## src/rtl/pret_pkg.sv

```systemverilog
// Shared types and helpers for the pret_et progressive-precision stochastic engine.
package pret_pkg;

  typedef enum logic [1:0] {
    IDLE = 2'd0,
    RUN  = 2'd1,
    DONE = 2'd2
  } state_t;

  // Reverse the low w bits of v (w <= 32); upper result bits are zero.
  function automatic logic [31:0] bitrev(input logic [31:0] v, input logic [31:0] w);
    logic [31:0] full;
    for (int i = 0; i < 32; i++) begin
      full[i] = v[31-i];
    end
    return full >> (32'd32 - w);
  endfunction

  // Limit a requested precision to the legal range 1..w.
  function automatic logic [31:0] clamp_prec(input logic [31:0] p, input logic [31:0] w);
    if (p < 32'd1) return 32'd1;
    if (p > w)     return w;
    return p;
  endfunction

endpackage

```

## src/rtl/pret_seq.sv

```systemverilog
// Cycle sequencer: cycle counter c, its bit-reversed low-discrepancy threshold r,
// the constant-0.5 streams, and detection of power-of-two job lengths
// (n = c + 1 = 2^k) with k encoded from the one-hot n.
module pret_seq
  import pret_pkg::*;
#(
  parameter int W  = 8,
  parameter int NC = 1,
  parameter int PW = $clog2(W + 1)
) (
  input  logic          clk,
  input  logic          rst,
  input  logic          clear,
  input  logic          enable,
  output logic [W-1:0]  r,
  output logic [NC-1:0] xcs,
  output logic          boundary,
  output logic [PW-1:0] k
);

  logic [W:0] c;
  logic [W:0] n;

  assign n        = c + (W + 1)'(1);
  assign boundary = (n != '0) && ((n & (n - (W + 1)'(1))) == '0);
  assign r        = W'(bitrev(32'(c[W-1:0]), 32'(W)));
  assign xcs      = enable ? c[NC-1:0] : '0;

  // Encode the exponent of the one-hot cycle count.
  always_comb begin
    k = '0;
    for (int i = 0; i <= W; i++) begin
      if (n[i]) k = PW'(i);
    end
  end

  // Cycle counter: cleared at job accept, advanced once per RUN cycle.
  always_ff @(posedge clk or posedge rst) begin
    if (rst)         c <= '0;
    else if (clear)  c <= '0;
    else if (enable) c <= c + (W + 1)'(1);
  end

endmodule

```

## src/rtl/pret_et.sv

```systemverilog
// pret_et: job-based progressive-precision stochastic bitstream engine.
// Drives N low-discrepancy operand streams and NC constant-0.5 streams into an
// external SC circuit, counts its output Z and returns a W-bit-normalised result
// when the precision limit is reached.
// Define PRET_ET_EN to enable the early-termination convergence check; without
// it every job runs exactly 2^p cycles and tol is ignored.
module pret_et
  import pret_pkg::*;
#(
  parameter int W      = 8,
  parameter int N      = 2,
  parameter int NC     = 1,
  parameter int ET_MIN = 2,
  localparam int PW    = $clog2(W + 1)
) (
  input  logic           clk,
  input  logic           rst,
  input  logic           in_valid,
  output logic           in_ready,
  input  logic [N*W-1:0] Bxs,
  input  logic [PW-1:0]  prec,
  input  logic [W-1:0]   tol,
  output logic [N-1:0]   Xs,
  output logic [NC-1:0]  Xcs,
  input  logic           Z,
  output logic           out_valid,
  input  logic           out_ready,
  output logic [W:0]     Bz,
  output logic [PW-1:0]  k_out
);

  state_t          state;
  logic [N*W-1:0]  bx;
  logic [PW-1:0]   p;
  logic [W:0]      cnt;
  logic [W:0]      nxt;
  logic [W:0]      scaled;
  logic [PW:0]     sh;
  logic [W-1:0]    r;
  logic [PW-1:0]   k;
  logic            boundary;
  logic            accept;
  logic            run;
  logic            et_stop;
  logic            finish;

  assign accept = in_ready & in_valid;
  assign run    = (state == RUN);
  assign nxt    = cnt + (W + 1)'(Z);
  // Scale the count over 2^k cycles up to the 2^W full-scale range.
  assign sh     = (PW + 1)'(W) - (PW + 1)'(k);
  assign scaled = nxt << sh;
  assign finish = run && boundary && ((k == p) || et_stop);

  pret_seq #(
    .W  (W),
    .NC (NC),
    .PW (PW)
  ) u_seq (
    .clk      (clk),
    .rst      (rst),
    .clear    (accept),
    .enable   (run),
    .r        (r),
    .xcs      (Xcs),
    .boundary (boundary),
    .k        (k)
  );

  // Operand streams: each operand compared against the shared bit-reversed threshold.
  always_comb begin
    Xs = '0;
    if (run) begin
      for (int i = 0; i < N; i++) begin
        Xs[i] = (bx[i*W +: W] > r);
      end
    end
  end

  // Job parameters are plain data, captured at accept without reset.
  always_ff @(posedge clk) begin
    if (accept) begin
      bx <= Bxs;
      p  <= PW'(clamp_prec(32'(prec), 32'(W)));
    end
  end

`ifdef PRET_ET_EN
  logic [W-1:0] tol_q;
  logic [W:0]   prev;
  logic [W+1:0] cur_s;
  logic [W+1:0] prev_s;
  logic [W+1:0] diff;

  // prev holds the count at the previous boundary (half as many cycles), so it
  // scales by one extra bit to land on the same full-scale range.
  assign cur_s   = {1'b0, nxt} << sh;
  assign prev_s  = {1'b0, prev} << (sh + (PW + 1)'(1));
  assign diff    = (cur_s >= prev_s) ? (cur_s - prev_s) : (prev_s - cur_s);
  assign et_stop = (k >= PW'(ET_MIN)) && (diff <= {2'b00, tol_q});

  // Tolerance latch for the convergence check.
  always_ff @(posedge clk) begin
    if (accept) tol_q <= tol;
  end

  // Snapshot of the running count at every power-of-two boundary.
  always_ff @(posedge clk or posedge rst) begin
    if (rst)                  prev <= '0;
    else if (accept)          prev <= '0;
    else if (run && boundary) prev <= nxt;
  end
`else
  logic unused_tol;

  assign unused_tol = ^tol;
  assign et_stop    = 1'b0;
`endif

  // Job FSM with registered handshake outputs, accumulator and result registers.
  always_ff @(posedge clk or posedge rst) begin
    if (rst) begin
      state     <= IDLE;
      in_ready  <= 1'b1;
      out_valid <= 1'b0;
      cnt       <= '0;
      Bz        <= '0;
      k_out     <= '0;
    end else begin
      case (state)
        IDLE: begin
          if (in_valid) begin
            state    <= RUN;
            in_ready <= 1'b0;
            cnt      <= '0;
          end
        end
        RUN: begin
          cnt <= nxt;
          if (finish) begin
            state     <= DONE;
            out_valid <= 1'b1;
            Bz        <= scaled;
            k_out     <= k;
          end
        end
        DONE: begin
          if (out_ready) begin
            state     <= IDLE;
            out_valid <= 1'b0;
            in_ready  <= 1'b1;
          end
        end
        default: begin
          state     <= IDLE;
          in_ready  <= 1'b1;
          out_valid <= 1'b0;
        end
      endcase
    end
  end

endmodule

```

## config.mk

```make
export PLATFORM = sky130hd
export DESIGN_NAME = pret_et
export DESIGN_NICKNAME = d
export VERILOG_FILES = /design/src/rtl/pret_pkg.sv /design/src/rtl/pret_seq.sv /design/src/rtl/pret_et.sv
export SDC_FILE = /design/constraint.sdc
export NUM_CORES = 1
export LEC_CHECK = 0
export CAP_MARGIN = 25
export CORE_MARGIN = 2
export CORE_UTILIZATION = 56
export CTS_CLUSTER_SIZE = 30
export DETAILED_ROUTE_END_ITERATION = 12
export PLACE_DENSITY = 0.82
export SLEW_MARGIN = 5
export SYNTH_ARGS = -nofsm -noshare
export SYNTH_HDL_FRONTEND = slang
export SYNTH_HIERARCHICAL = 1
export SYNTH_SLANG_ARGS = --single-unit
export TNS_END_PERCENT = 30
```

## constraint.sdc

```tcl
create_clock -name clk -period 5.2 [get_ports clk]
set_input_delay 0.78 -clock clk [delete_from_list [all_inputs] [get_ports clk]]
set_output_delay 0.78 -clock clk [all_outputs]
set_load 0.02 [all_outputs]
```

==> impl_metrics.ini <==
[clocking]
clock_sinks = 55
cts_setup_buffers = 0
cts_buffer_depth = 2
cts-resized-gates = 0
cts_tree = yes
clk_pin_slew_ps = 100
cts_buffers = 5
root_buffer = clkbuf_8
htree_levels = 2
cts_hold_buffers = 0
clk_latency_ps = 310

[power_and_ir_drop]
power.ir.vdd_worst_uv = 316.6
p_leak_uw = 0.001797
power_density_nw_per_um2 = 750.9

[setup_path]
worstSetupEndpointType = flip-flop
cp_data_required_time_ps = 5400
critPathMaxStageDelay_ps = 600
cp_cell_sequence = ha_1 -> inv_1 -> ha_1 -> nand2b_1 -> a32o_1 -> o211ai_1 -> o311ai_1 -> a21oi_1 -> inv_1 -> ha_1 -> mux2_1 -> o22ai_1 -> nor3_1 -> a31o_1 -> a221o_1
rr_endpoint = Bz[5]
crit_path_frequent_cell = ha_1
rrSetupSlack_ps = 860
arrival_ps = 4540
cp_slowest_cell = dfrtp_1
startpoint = u_seq/c[0]
path_class = flip-flop to flip-flop
setup.worst_path.start_class = flip-flop
cp_max_fo = 12
rr_worst_depth = 15
timing.rr.start = u_seq/c[0]
cp-endpoint = Bz[5]

[timing]
whs_ps = 494.0
fin_crit_ps = 4344
slew_violations = 0
slew_headroom_pct = 46.32
tightest_slew_ps = 799.8
setup_viol = 0
skew_ps = 5.882
rsz0062_at_grt = false
fin_tns_setup_ps = 0
max_freq_mhz = 230.2
finalCritPeriodShare_pct = 83.53
hold_viol = 0

[drt]
drtIter0Drc = 195
vias = 3136
totalWireLength_mm = 8.594
routedWlPerCell_um = 16.95
vias_per_cell = 6.185
drcViolationCount = 0
detail-route-antenna-nets = 0
firstDrtPassIters = 5

[finish]
fill_cells = 528
nets = 482
final_common_cell = clkdlybuf4s50_1
multiInputGateArea_um2 = 2066
diodes = 0
drive_above_1_share_pct = 6.557
layout_common_cells = clkdlybuf4s50_1 (42), dfrtp_1 (34), nand2_1 (33)
areaGrowthSynthToFinish_pct = 13.25
regArea_um2 = 1478

[global_route]
grt_max_degree = 30
antenna_found_initial = 0
first_global_vias = 2992
overflow = 0
track_usage_pct = 23.90
grt_pass1_wl_mm = 14.42

[yosys]
syn_area_um2 = 3832
syn_area_per_cell_um2 = 9.393
yosys_warnings = 6
seq_area_frac_synth_pct = 38.56
synth_ff_type = dfrtp_1
syn-num-nets = 464
synth_edf_count = 20
async_flop_share_pct = 63.64
post_synth_num_cell_types = 67
ys_seq_elements = 55
synthCells = 408

[outcome]
status = finished clean

[floorplanning]
floorplan.initialDensity_pct = 57.04
fp.coreArea_um2 = 6719
rows = 30
dieArea_um2 = 7521
die_w_um = 86.73
die_h_um = 86.73
num_io_pins = 51

[placement]
gp_congestion = 0.8885
port_buffers = 42
dp_hpwl_mm = 6.113

[min_path]
hp-class = flip-flop to flip-flop

[job]
cap_viol_max_count = 0
==> cell type report <==
| type | count | share of cell area (%) |
|---|---|---|
| tap | 80 | 2.306 |
| clock inverter | 1 | 0.6918 |
| multi-input combinational | 293 | 47.59 |
| sequential | 55 | 34.04 |
| timing repair buffer | 47 | 11.01 |
| clock buffer | 7 | 2.277 |
| inverter | 24 | 2.076 |
==> state kept, by name, indices dropped and copies added, names as in the netlist <==
| signal | cells |
|---|---|
| k_out | 4 |
| Bz | 9 |
| cnt | 9 |
| out_valid | 1 |
| p | 4 |
| state | 2 |
| u_seq/c | 9 |
| bx | 16 |
| in_ready | 1 |
==> per-stage QoR <==
stage               utilization (%)  cell area [µm²]  total power (µW)  std cells  setup WS, ps
global route                  64.60             4340              3540        507         615.7
finish                        64.60             4340              3259        507         856.3
global placement              62.27             4184              2837        498          1065
detailed placement            62.27             4184              2901        498         927.0
CTS                           64.19             4313              3236        506         910.3
floorplan                         -             3832              2395        408          1144
==> worst min path at each step <==
stage	startpoint	endpoint	slack (ps)	cells past startpoint
after floorplan	state[1]	state[1]	470	2
after global placement	k_out[1]	k_out[1]	460	2
after detailed placement	Bz[7]	Bz[7]	470	2
after CTS	Bz[7]	Bz[7]	500	2
after global routing	Bz[7]	Bz[7]	530	2
final	Bz[7]	Bz[7]	490	2
==> worst max-delay path: cells and delay by family, from the launching register on <==
family,cells,cell delay (ps)
AO/OA/AOI/OAI,7,1440
adder cells (fa/ha/maj),3,1280
buffers and inverters,2,340
flip-flops,1,600
multiplexers,1,370
AND/OR/NAND/NOR,2,210
==> cell families (layout without fill, tap and decap cells) <==
group                    Yosys count  in the layout  share of synthesized area, %
buffers and inverters             60             79                         7.541
flip-flops                        55             55                         38.56
adder cells (fa/ha/maj)           23             23                         7.509
AND/OR/NAND/NOR                  131            131                         18.32
multiplexers                       8              8                         2.220
AO/OA/AOI/OAI                    107            107                         19.88
XOR/XNOR                          24             24                         5.975
==> power by group <==
part           internal [µW]  switching, µW  total [µW]
clock network            175            140         315
logic                    914           1300        2220
registers                568            160         729
total                   1660           1600        3260
==> synthesized netlist by cell type, drive strengths merged, types with 4 or more instances <==
cell type  number  share of area [%]
a22o            6                1.4
edfxtp         20                 16
mux2i           4                1.0
nand2          34                3.4
clkbuf          7               0.69
xnor2          12                2.7
ha             23                7.5
o21ai          24                3.2
mux2            4                1.2
xor2           12                3.2
a311oi          5                1.1
nor3            7                1.2
a211oi          6                1.2
nand4           8                1.3
o211ai          4               0.78
nand2b          4               0.65
o22ai           5               0.82
and4            6                1.4
nand3          12                1.6
nor2           28                2.9
a21oi          12                1.6
a31oi           4               0.65
o41ai           4               0.91
dfrtp          34                 22
inv            23                2.3
or3             6                1.2
and3            9                1.5
buf            29                4.5
o21a            4               0.78
a21o            5               0.98
nor2b           8                1.3
and2            4               0.65
==> per-layer routing <==
metal / up-vias / share of wire [%] / global-route usage [%]
met1: 1493 / 48 / 35.01
met5: - / 0 / 0
met3: 12 / 4.3 / 2.952
met2: 104 / 46 / 37.20
li1: 1527 / - / -
met4: 0 / 1.8 / 6.960
Note: power is estimated with default switching activity, not from simulation.
